<file path="config.mk">
export PLATFORM = sky130hd
export DESIGN_NAME = pipelined_control_unit
export DESIGN_NICKNAME = d
export VERILOG_FILES = /design/src/rtl/ctrl_pkg.sv /design/src/rtl/pipe_decoder.sv /design/src/rtl/pipelined_control_unit.sv
export SDC_FILE = /design/constraint.sdc
export NUM_CORES = 1
export LEC_CHECK = 0
export BUFFER_PORTS_ARGS = -buffer_cell sky130_fd_sc_hd__buf_4
export CAP_MARGIN = 20
export CORE_MARGIN = 4
export CORE_UTILIZATION = 48
export CTS_BUF_LIST = sky130_fd_sc_hd__clkbuf_4 sky130_fd_sc_hd__clkbuf_8 sky130_fd_sc_hd__clkbuf_16
export DETAILED_ROUTE_END_ITERATION = 8
export PLACE_DENSITY = 0.88
export SYNTH_ARGS = -nofsm -noshare
export SYNTH_HDL_FRONTEND = slang
export SYNTH_SLANG_ARGS = --single-unit
</file>
<file path="constraint.sdc">
create_clock -name clk -period 2 [get_ports clk]
set_clock_uncertainty 0.15 [all_clocks]
set_input_delay 0.1 -clock clk [delete_from_list [all_inputs] [get_ports clk]]
set_output_delay 0.1 -clock clk [all_outputs]
set_load 0.005 [all_outputs]
</file>
<file path="src/rtl/ctrl_pkg.sv">
// Shared types for the pipelined RV32I control unit: opcodes, ALU/result/immediate codes
// and the control bundle carried through the ID/EX, EX/MEM and MEM/WB registers.
package ctrl_pkg;

  localparam int unsigned AluCtrlW = 5;
  localparam int unsigned ByteEnW  = 4;
  localparam int unsigned RegAddrW = 5;

  localparam logic [6:0] OpcR      = 7'b0110011;
  localparam logic [6:0] OpcImm    = 7'b0010011;
  localparam logic [6:0] OpcLoad   = 7'b0000011;
  localparam logic [6:0] OpcStore  = 7'b0100011;
  localparam logic [6:0] OpcBranch = 7'b1100011;
  localparam logic [6:0] OpcJal    = 7'b1101111;
  localparam logic [6:0] OpcJalr   = 7'b1100111;
  localparam logic [6:0] OpcLui    = 7'b0110111;
  localparam logic [6:0] OpcAuipc  = 7'b0010111;

  typedef enum logic [AluCtrlW-1:0] {
    AluAdd   = 5'd0,
    AluSub   = 5'd1,
    AluAnd   = 5'd2,
    AluOr    = 5'd3,
    AluXor   = 5'd4,
    AluSll   = 5'd5,
    AluSrl   = 5'd6,
    AluSra   = 5'd7,
    AluSlt   = 5'd8,
    AluSltu  = 5'd9,
    AluPassB = 5'd10
  } alu_op_e;

  typedef enum logic [1:0] {ResAlu = 2'd0, ResMem = 2'd1, ResPc4 = 2'd2} result_src_e;

  typedef enum logic [2:0] {
    ImmI = 3'd0, ImmS = 3'd1, ImmB = 3'd2, ImmU = 3'd3, ImmJ = 3'd4
  } imm_src_e;

  typedef struct packed {
    logic                reg_wr_en;
    logic                mem_wr_en;
    logic                mem_rd_en;
    logic [ByteEnW-1:0]  byte_en;
    result_src_e         result_src;
    logic                alu_src;
    logic [AluCtrlW-1:0] alu_control;
    logic                branch;
    logic                jump;
    logic                jalr;
    logic [2:0]          funct3;
    logic [RegAddrW-1:0] rd;
  } stage_ctrl_t;

  // Shared by R-type and OP-IMM; only R-type may select SUB.
  function automatic logic [AluCtrlW-1:0] alu_arith(input logic [2:0] f3, input logic f7_5,
                                                    input logic is_r);
    case (f3)
      3'b000:  alu_arith = (is_r && f7_5) ? AluSub : AluAdd;
      3'b001:  alu_arith = AluSll;
      3'b010:  alu_arith = AluSlt;
      3'b011:  alu_arith = AluSltu;
      3'b100:  alu_arith = AluXor;
      3'b101:  alu_arith = f7_5 ? AluSra : AluSrl;
      3'b110:  alu_arith = AluOr;
      default: alu_arith = AluAnd;
    endcase
  endfunction

  function automatic logic [ByteEnW-1:0] size_mask(input logic [2:0] f3);
    case (f3[1:0])
      2'b00:   size_mask = 4'b0001;
      2'b01:   size_mask = 4'b0011;
      default: size_mask = 4'b1111;
    endcase
  endfunction

endpackage

</file>
<file path="src/rtl/pipe_decoder.sv">
// Combinational ID-stage decode from a 32-bit instruction to the stage control bundle.
// MUL_EXT_EN enables RV32M decode (codes 16+funct3); otherwise funct7=0000001 is illegal.
module pipe_decoder import ctrl_pkg::*; (
  input  logic [31:0]  instr_i,
  input  logic         valid_i,
  output stage_ctrl_t  ctrl_o,
  output imm_src_e     imm_src_o,
  output logic         illegal_o
);

  logic [6:0] opcode;
  logic [2:0] f3;
  logic [6:0] f7;
  logic [4:0] rd;
  logic       known;
  logic       writes;
  logic       unused_rs;

  assign opcode    = instr_i[6:0];
  assign rd        = instr_i[11:7];
  assign f3        = instr_i[14:12];
  assign f7        = instr_i[31:25];
  assign unused_rs = ^instr_i[24:15];

  always_comb begin
    ctrl_o    = '0;
    imm_src_o = ImmI;
    known     = 1'b1;
    writes    = 1'b0;
    case (opcode)
      OpcR: begin
        writes        = 1'b1;
        ctrl_o.funct3 = f3;
        if (f7 == 7'b0000001) begin
`ifdef MUL_EXT_EN
          ctrl_o.alu_control = {2'b10, f3};
`else
          known = 1'b0;
`endif
        end else begin
          ctrl_o.alu_control = alu_arith(f3, f7[5], 1'b1);
        end
      end
      OpcImm: begin
        writes             = 1'b1;
        ctrl_o.alu_src     = 1'b1;
        ctrl_o.funct3      = f3;
        ctrl_o.alu_control = alu_arith(f3, f7[5], 1'b0);
      end
      OpcLoad: begin
        writes            = 1'b1;
        ctrl_o.mem_rd_en  = 1'b1;
        ctrl_o.alu_src    = 1'b1;
        ctrl_o.result_src = ResMem;
        ctrl_o.byte_en    = size_mask(f3);
        ctrl_o.funct3     = f3;
      end
      OpcStore: begin
        imm_src_o        = ImmS;
        ctrl_o.mem_wr_en = 1'b1;
        ctrl_o.alu_src   = 1'b1;
        ctrl_o.byte_en   = size_mask(f3);
        ctrl_o.funct3    = f3;
      end
      OpcBranch: begin
        imm_src_o     = ImmB;
        ctrl_o.branch = 1'b1;
        ctrl_o.funct3 = f3;
      end
      OpcJal: begin
        imm_src_o         = ImmJ;
        writes            = 1'b1;
        ctrl_o.jump       = 1'b1;
        ctrl_o.alu_src    = 1'b1;
        ctrl_o.result_src = ResPc4;
      end
      OpcJalr: begin
        writes            = 1'b1;
        ctrl_o.jump       = 1'b1;
        ctrl_o.jalr       = 1'b1;
        ctrl_o.alu_src    = 1'b1;
        ctrl_o.result_src = ResPc4;
        ctrl_o.funct3     = f3;
      end
      OpcLui: begin
        imm_src_o          = ImmU;
        writes             = 1'b1;
        ctrl_o.alu_src     = 1'b1;
        ctrl_o.alu_control = AluPassB;
      end
      OpcAuipc: begin
        imm_src_o      = ImmU;
        writes         = 1'b1;
        ctrl_o.alu_src = 1'b1;
      end
      default: known = 1'b0;
    endcase
    // x0 is never written, so its rd is dropped as well to keep hazard compares clean.
    ctrl_o.reg_wr_en = writes && (rd != '0);
    ctrl_o.rd        = ctrl_o.reg_wr_en ? rd : '0;
    if (!known) begin
      ctrl_o = '0;
    end
  end

  assign illegal_o = valid_i && !known;

endmodule

</file>
<file path="src/rtl/pipelined_control_unit.sv">
// 5-stage RV32I control: ID decode, ID/EX-EX/MEM-MEM/WB control registers, load-use stall,
// EX branch resolution and redirect flush. MUL_EXT_EN enables RV32M decode in pipe_decoder.
module pipelined_control_unit import ctrl_pkg::*; #(
  parameter int unsigned ALU_CTRL_W = 5,
  parameter int unsigned BYTE_EN_W  = 4,
  parameter int unsigned REG_ADDR_W = 5
) (
  input  logic                  clk,
  input  logic                  rst,
  input  logic [31:0]           instr_id_i,
  input  logic                  instr_valid_id_i,
  input  logic                  zero_ex_i,
  input  logic                  lt_ex_i,
  input  logic                  ltu_ex_i,
  output logic [2:0]            imm_src_id_o,
  output logic                  illegal_id_o,
  output logic                  stall_o,
  output logic                  flush_o,
  output logic [ALU_CTRL_W-1:0] alu_control_ex_o,
  output logic                  alu_src_ex_o,
  output logic                  pc_src_ex_o,
  output logic                  jalr_ex_o,
  output logic                  mem_wr_en_mem_o,
  output logic                  mem_rd_en_mem_o,
  output logic [BYTE_EN_W-1:0]  byte_en_mem_o,
  output logic [2:0]            funct3_mem_o,
  output logic                  reg_wr_en_wb_o,
  output logic [1:0]            result_src_wb_o,
  output logic [REG_ADDR_W-1:0] rd_wb_o
);

  stage_ctrl_t dec_ctrl;
  imm_src_e    dec_imm;
  stage_ctrl_t ex_d, ex_q, mem_q, wb_q;
  logic [RegAddrW-1:0] rs1_id, rs2_id;
  logic        cond;
  logic        unused_wb;

  pipe_decoder u_dec (
    .instr_i   (instr_id_i),
    .valid_i   (instr_valid_id_i),
    .ctrl_o    (dec_ctrl),
    .imm_src_o (dec_imm),
    .illegal_o (illegal_id_o)
  );

  assign imm_src_id_o = dec_imm;
  assign rs1_id       = instr_id_i[19:15];
  assign rs2_id       = instr_id_i[24:20];

  assign stall_o = ex_q.mem_rd_en && (ex_q.rd != '0) &&
                   ((ex_q.rd == rs1_id) || (ex_q.rd == rs2_id)) && instr_valid_id_i;

  always_comb begin
    cond = 1'b0;
    case (ex_q.funct3)
      3'b000:  cond = zero_ex_i;
      3'b001:  cond = !zero_ex_i;
      3'b100:  cond = lt_ex_i;
      3'b101:  cond = !lt_ex_i;
      3'b110:  cond = ltu_ex_i;
      3'b111:  cond = !ltu_ex_i;
      default: cond = 1'b0;
    endcase
  end

  assign pc_src_ex_o = ex_q.jump || (ex_q.branch && cond);
  assign flush_o     = pc_src_ex_o;

  always_comb begin
    ex_d = dec_ctrl;
    if (stall_o || pc_src_ex_o || !instr_valid_id_i || illegal_id_o) begin
      ex_d = '0;
    end
  end

  always_ff @(posedge clk) begin
    if (rst) begin
      ex_q  <= '0;
      mem_q <= '0;
      wb_q  <= '0;
    end else begin
      ex_q  <= ex_d;
      mem_q <= ex_q;
      wb_q  <= mem_q;
    end
  end

  assign alu_control_ex_o = ALU_CTRL_W'(ex_q.alu_control);
  assign alu_src_ex_o     = ex_q.alu_src;
  assign jalr_ex_o        = ex_q.jalr;
  assign mem_wr_en_mem_o  = mem_q.mem_wr_en;
  assign mem_rd_en_mem_o  = mem_q.mem_rd_en;
  assign byte_en_mem_o    = BYTE_EN_W'(mem_q.byte_en);
  assign funct3_mem_o     = mem_q.funct3;
  assign reg_wr_en_wb_o   = wb_q.reg_wr_en;
  assign result_src_wb_o  = wb_q.result_src;
  assign rd_wb_o          = REG_ADDR_W'(wb_q.rd);
  assign unused_wb        = ^wb_q;

endmodule

</file>
### After elaboration in Yosys (flattened, before gate mapping)

Cells that the tools add are included.

| cells by class | value |
|---|---|
| multiplexer cells | 19 |
| bitwise logic cells | 4 |
| equality and inequality tests | 24 |
| reductions and logical operators | 32 |

Operators with widths:

| kind | number |
|---|---|
| $pmux W5 S7 | 2 |
| $eq A3 B3 Y1 const B | 7 |
| $eq A7 B6 Y1 const B | 3 |
| $eq A7 B7 Y1 const B | 3 |
| $pmux W5 S3 | 1 |
| $eq A7 B5 Y1 const B | 2 |
| $reduce_or A7 Y1 | 2 |
| $pmux W3 S4 | 1 |
| $reduce_or A4 Y1 | 3 |
| $eq A5 B5 Y1 | 2 |
| $mux W1 | 10 |
| $reduce_bool A5 Y1 | 2 |
| $pmux W4 S2 | 1 |
| $reduce_or A8 Y1 | 1 |
| $eq A7 B1 Y1 const B | 1 |
| $eq A7 B2 Y1 const B | 1 |
| $eq A3 B1 Y1 const B | 2 |
| $eq A3 B2 Y1 const B | 2 |
| $logic_and A1 B1 Y1 | 6 |
| $logic_not A3 Y1 | 2 |
| $pmux W1 S6 | 1 |
| $reduce_or A2 Y1 | 3 |
| $reduce_or A6 Y1 | 1 |
| $logic_not A1 Y1 | 5 |
| other kinds (8) | 15 |

| word-level totals | value |
|---|---|
| register bits after elaboration | 51 |
| word-level logic and storage cells | 101 |

### Longest topological paths before layout

| depth | value |
|---|---|
| depth in word-level cells | 8 |
| mapped depth | 6 |

### Modules after synthesis

Synthesis repeated with hierarchy kept, for this count alone.

| second synthesis, totals | value |
|---|---|
| cell total of the unflattened synthesis | 260 |
| area, all modules | 2663.8 um^2 |

Modules (own cells, without submodules):

| module | area each (um^2) | instances | seq. area each (um^2) | cells an instance |
|---|---|---|---|---|
| pipelined_control_unit | 2077.0 | 1 | 1021.0 | 179 |
| pipe_decoder | 586.8 | 1 | 0.0 | 81 |

### Worst setup path before layout

No wires, ideal clock.

| timing path | value |
|---|---|
| path kind | flip-flop to flip-flop |
| start | register ex_q[7] (netlist bit) |
| end | register ex_q, in the netlist alu_src_ex_o |
| buffers on the path | 1 |
| arrival time | 1.548 ns |
| library setup time | 0.079 ns |
| clock period less this slack | 1.777 ns |
| cell stages (with the launch flop) | 7 |
| setup slack | 0.223 ns |
| cells stage by stage | dfxtp_1 > mux2i_1 > mux2i_1 > nor3_1 > a21bo_2 > buf_2 > nor3_1 |

| on the way | value |
|---|---|
| longest elaborated chain between the ends | 8 |

Ends and longest elaborated chain:

| element | RTL line | text |
|---|---|---|
| start: declaration | pipelined_control_unit.sv:34 | `stage_ctrl_t ex_d, ex_q, mem_q, wb_q;` |
| start signal: assignment | pipelined_control_unit.sv:79 | `ex_q <= '0;` |
| start signal: assignment | pipelined_control_unit.sv:83 | `ex_q <= ex_d;` |
| $eq A3 B3 Y1, or another cell as far along | pipelined_control_unit.sv:56 | `case (ex_q.funct3)` |
| $pmux W1 S6 (*) | pipelined_control_unit.sv:56 |  |
| $logic_and A1 B1 Y1 (*) | pipelined_control_unit.sv:67 | `assign pc_src_ex_o = ex_q.jump \|\| (ex_q.branch && cond);` |
| $logic_or A1 B1 Y1 (*) | pipelined_control_unit.sv:67 |  |
| $logic_or A1 B1 Y1 (*) (3 in series) | pipelined_control_unit.sv:72 | `if (stall_o \|\| pc_src_ex_o \|\| !instr_valid_id_i \|\| illegal_id_o) begin` |
| $reduce_or A3 Y1 (no line) (*) | - |  |

Every way passes the cells marked *; elsewhere a longest branch is shown, timed or not.
A chain may end at the register's enable or synchronous reset.

### Worst setup path in the final report

| timing path | value |
|---|---|
| start | register ex_q[0] (netlist bit) |
| end | output stall_o |

| on the way | value |
|---|---|
| longest elaborated chain between the ends | 4 |

Ends and longest elaborated chain:

| element | RTL line | text |
|---|---|---|
| $eq A5 B5 Y1 or $reduce_bool A5 Y1 (tied branches) | pipelined_control_unit.sv:52, pipelined_control_unit.sv:51 |  |
| $logic_or A1 B1 Y1 or $logic_and A1 B1 Y1 (tied branches) | pipelined_control_unit.sv:52, pipelined_control_unit.sv:51 |  |
| $logic_and A1 B1 Y1 (*) | pipelined_control_unit.sv:51 | `assign stall_o = ex_q.mem_rd_en && (ex_q.rd != '0) &&` |
| $logic_and A1 B1 Y1 (*) | pipelined_control_unit.sv:52 | `((ex_q.rd == rs1_id) \|\| (ex_q.rd == rs2_id)) && instr_valid_id_i;` |
| end: declaration | pipelined_control_unit.sv:17 | `output logic stall_o,` |

Marked as above.

==> flow_metrics.env <==
export IMPL_worstSetupPathDepth=5
export IMPL_final_common_cell="buf_4"
export IMPL_die_w_um=70.7
export IMPL_hold_start="instr_id_i[6]"
export IMPL_numCtsBuffers=5
export IMPL_cts_buffer_depth=2
export IMPL_grt_max_degree=25
export IMPL_syn2layout_area_growth_pct=38.4
export IMPL_dp_cells=297
export IMPL_p_leak_nw=1.15
export IMPL_fp_dieArea_um2=5000
export IMPL_synthArstFlopShare=0
export IMPL_drt_wl_total_um=4250
export IMPL_avgViaCountPerCell=5.10
export IMPL_final_setup_viol_count=0
export IMPL_clkSlewWorstSetupHoldPaths_ns=0.08
export IMPL_peakVddDrop_uv=302
export IMPL_powerDensity_nw_per_um2=671
export IMPL_cp_start_kind="flop"
export IMPL_grt_first_pass_wirelength_um=7040
export IMPL_via_count=1617
export IMPL_critical_path_class="flop to output port"
export IMPL_htree_num_levels=2
export IMPL_syn_mean_instance_area_um2=9.63
export IMPL_cts_tree="built"
export IMPL_r2r_slack_ns=0.12
export IMPL_layout_common_cells="buf_4, dfxtp_1, nor2b_1, dlygate4sd3_1"
export IMPL_wl_per_cell_um=13.4
export IMPL_cp_max_fo=10
export IMPL_hold_violations=0
export IMPL_period_minus_slack_ns=1.96
export IMPL_core_area_um2=3720
export IMPL_yosysWarningCount=0
export IMPL_antennaDiodeCount=0
export IMPL_seq_area_frac_synth=0.488
export IMPL_fillers=316
export IMPL_synth_cell_types=39
export IMPL_nets=306
export IMPL_ys_dominant_reg_cell="dfxtp_1"
export IMPL_rows=22
export IMPL_final_cells=317
export IMPL_hpwl_um=3050
export IMPL_hp_class="input port to flop"
export IMPL_reg2reg_to="ex_q[7]$_SDFF_PP0_"
export IMPL_r2r_start="ex_q[0]$_SDFF_PP0_"
export IMPL_drt_first_pass_iters=4
export IMPL_outcome="finished clean"
export IMPL_multi_input_area_um2=838
export IMPL_timing_final_crit_share=0.978
export IMPL_root_buffer="clkbuf_8"
export IMPL_crit_arrival_ns=1.71
export IMPL_startpoint="ex_q[0]$_SDFF_PP0_"
export IMPL_reg2reg_depth=4
export IMPL_syn_nets=234
export IMPL_clk_latency_ns=0.29
export IMPL_worst_slew_pin_slew_ns=0.493
export IMPL_first_iter_violations=95
export IMPL_ant_nets=0
export IMPL_crit_end="stall_o"
export IMPL_synth_seq_cells=46
export IMPL_cp_slowest_stage_delay_ns=0.37
export IMPL_synth_edf_count=0
export IMPL_cts_sinks=46
export IMPL_ios=69
export IMPL_rsz0062_at_grt="yes"
export IMPL_start_util=0.508
export IMPL_seqCellArea_um2=921
export IMPL_io_buffers=67
export IMPL_critPathRequiredTime_ns=1.75
export IMPL_die_height_um=70.7
export IMPL_syn_area_um2=1890
export IMPL_grt_antenna_before_repair=0
export IMPL_maxCapViolCount=0
export IMPL_slew_violations=0
export IMPL_utilization=0.703
export IMPL_crit_slowest_cell="or3_1"
export IMPL_grt_pass1_vias=1585
export IMPL_end_kind="output port"
export IMPL_timing_fmax_mhz=511
export IMPL_crit_family="simple AND/OR/NAND/NOR gates"
export IMPL_drc=0
export IMPL_track_usage=0.175
export IMPL_cp_num_buf_inv=2
export IMPL_place_gp_congestion=0.852
export IMPL_cp_cell_sequence="or3_1 > o311a_1 > nand2_2 > inv_1 > buf_4"
export IMPL_drive_gt1_frac=0.338
export IMPL_cts_setup_buffers=0
export IMPL_slew_headroom=0.667
export IMPL_grt_overflow=0
export IMPL_syn_inst=196
[tightest hold or removal path: stages]
cell	delay, ns
buf_4	0.11
nor3_1	0.05
a21oi_1	0.11
nor3_1	0.05
[worst min path at each step]
stage                              end  cells after the start
2_1_floorplan    rd_wb_o[1]$_SDFF_PP0_                      1
3_3_place_gp        ex_q[3]$_SDFF_PP0_                      2
3_5_place_dp      jalr_ex_o$_SDFF_PP0_                      2
4_1_cts        alu_src_ex_o$_SDFF_PP0_                      4
5_1_grt            ex_q[10]$_SDFF_PP0_                      3
6_report       alu_src_ex_o$_SDFF_PP0_                      4
[synthesized netlist by cell type (all sizes together) (2+ instances only)]
cell type	number	share of area
dfxtp	46	0.49
nor2b	24	0.080
buf	15	0.058
nand2	12	0.024
nor3	12	0.032
nor2	11	0.022
xnor2	11	0.051
and3	6	0.020
inv	6	0.012
a21oi	5	0.013
nand3	5	0.013
clkbuf	4	0.0080
nor4	4	0.013
mux2i	3	0.016
o21ai	3	0.0080
a31oi	2	0.0066
a32oi	2	0.0093
and4	2	0.0093
nand3b	2	0.0080
nor3b	2	0.0080
nor4b	2	0.017
or3	2	0.0066
or3b	2	0.011
[area by class of cell]
| class | instances | area share |
|---|---|---|
| Multi-Input combinational cell | 125 | 0.321 |
| Tap cell | 48 | 0.0230 |
| Timing Repair Buffer | 84 | 0.253 |
| Sequential cell | 46 | 0.353 |
| Clock buffer | 5 | 0.0264 |
| Clock inverter | 3 | 0.0153 |
| Inverter | 6 | 0.00862 |
[metal layers]
layer | track usage | vias up | wire length, um
li1 | - | 796 | -
met1 | 0.207 | 733 | 1720
met2 | 0.294 | 78 | 2080
met3 | 0.0384 | 10 | 332
met4 | 0.100 | 0 | 119
met5 | 0 | - | 0
[flip-flops by register name, summed over array words and instances, names as in the netlist]
name,count
alu_control_ex_o,4
alu_src_ex_o,1
byte_en_mem_o,3
ex_q,17
funct3_mem_o,3
jalr_ex_o,1
mem_q,7
mem_rd_en_mem_o,1
mem_wr_en_mem_o,1
rd_wb_o,5
reg_wr_en_wb_o,1
result_src_wb_o,2
[metrics by stage]
step | TNS [ns] | cell area, um2 | hold slack, ns | worst slack, ns | total power (W)
detailed placement | 0 | 2360 | 0.183 | 0.0806 | 0.00110
global route | -0.0660 | 2610 | 0.0451 | -0.0660 | 0.00182
global placement | 0 | 2360 | 0.189 | 0.144 | 0.00109
CTS | 0 | 2590 | 0.00428 | 0.0509 | 0.00177
finish | 0 | 2610 | 0.0186 | 0.0435 | 0.00175
floorplan | 0 | 1890 | 0.0216 | 0.223 | 0.00101
[power by group]
part           leakage, nW  total (W)  internal, W  switching (W)
clock network       0.0579   0.000652     0.000367       0.000284
registers            0.370   0.000916     0.000916    0.000000453
logic                0.722   0.000183    0.0000996      0.0000834
[what timing repair did]
| item | CTS | global route |
|---|---|---|
| hold endpoints to repair | 26 | 0 |
| pin swaps | 0 | 0 |
| gates resized for setup | 1 | 3 |
| hold buffers | 12 | 0 |
| setup endpoints to repair | 1 | 3 |
[logic make-up (layout without fill, tap and decap cells)]
kind of cell	after synthesis	after routing	synth area share
xor+xnor	11	11	0.0511
flops	46	46	0.488
buf+inv	25	98	0.0782
compound gates	20	20	0.0862
other cells	1	1	0.00199
simple gates	90	90	0.279
mux	3	3	0.0159
(Power assumes the default switching activity.)
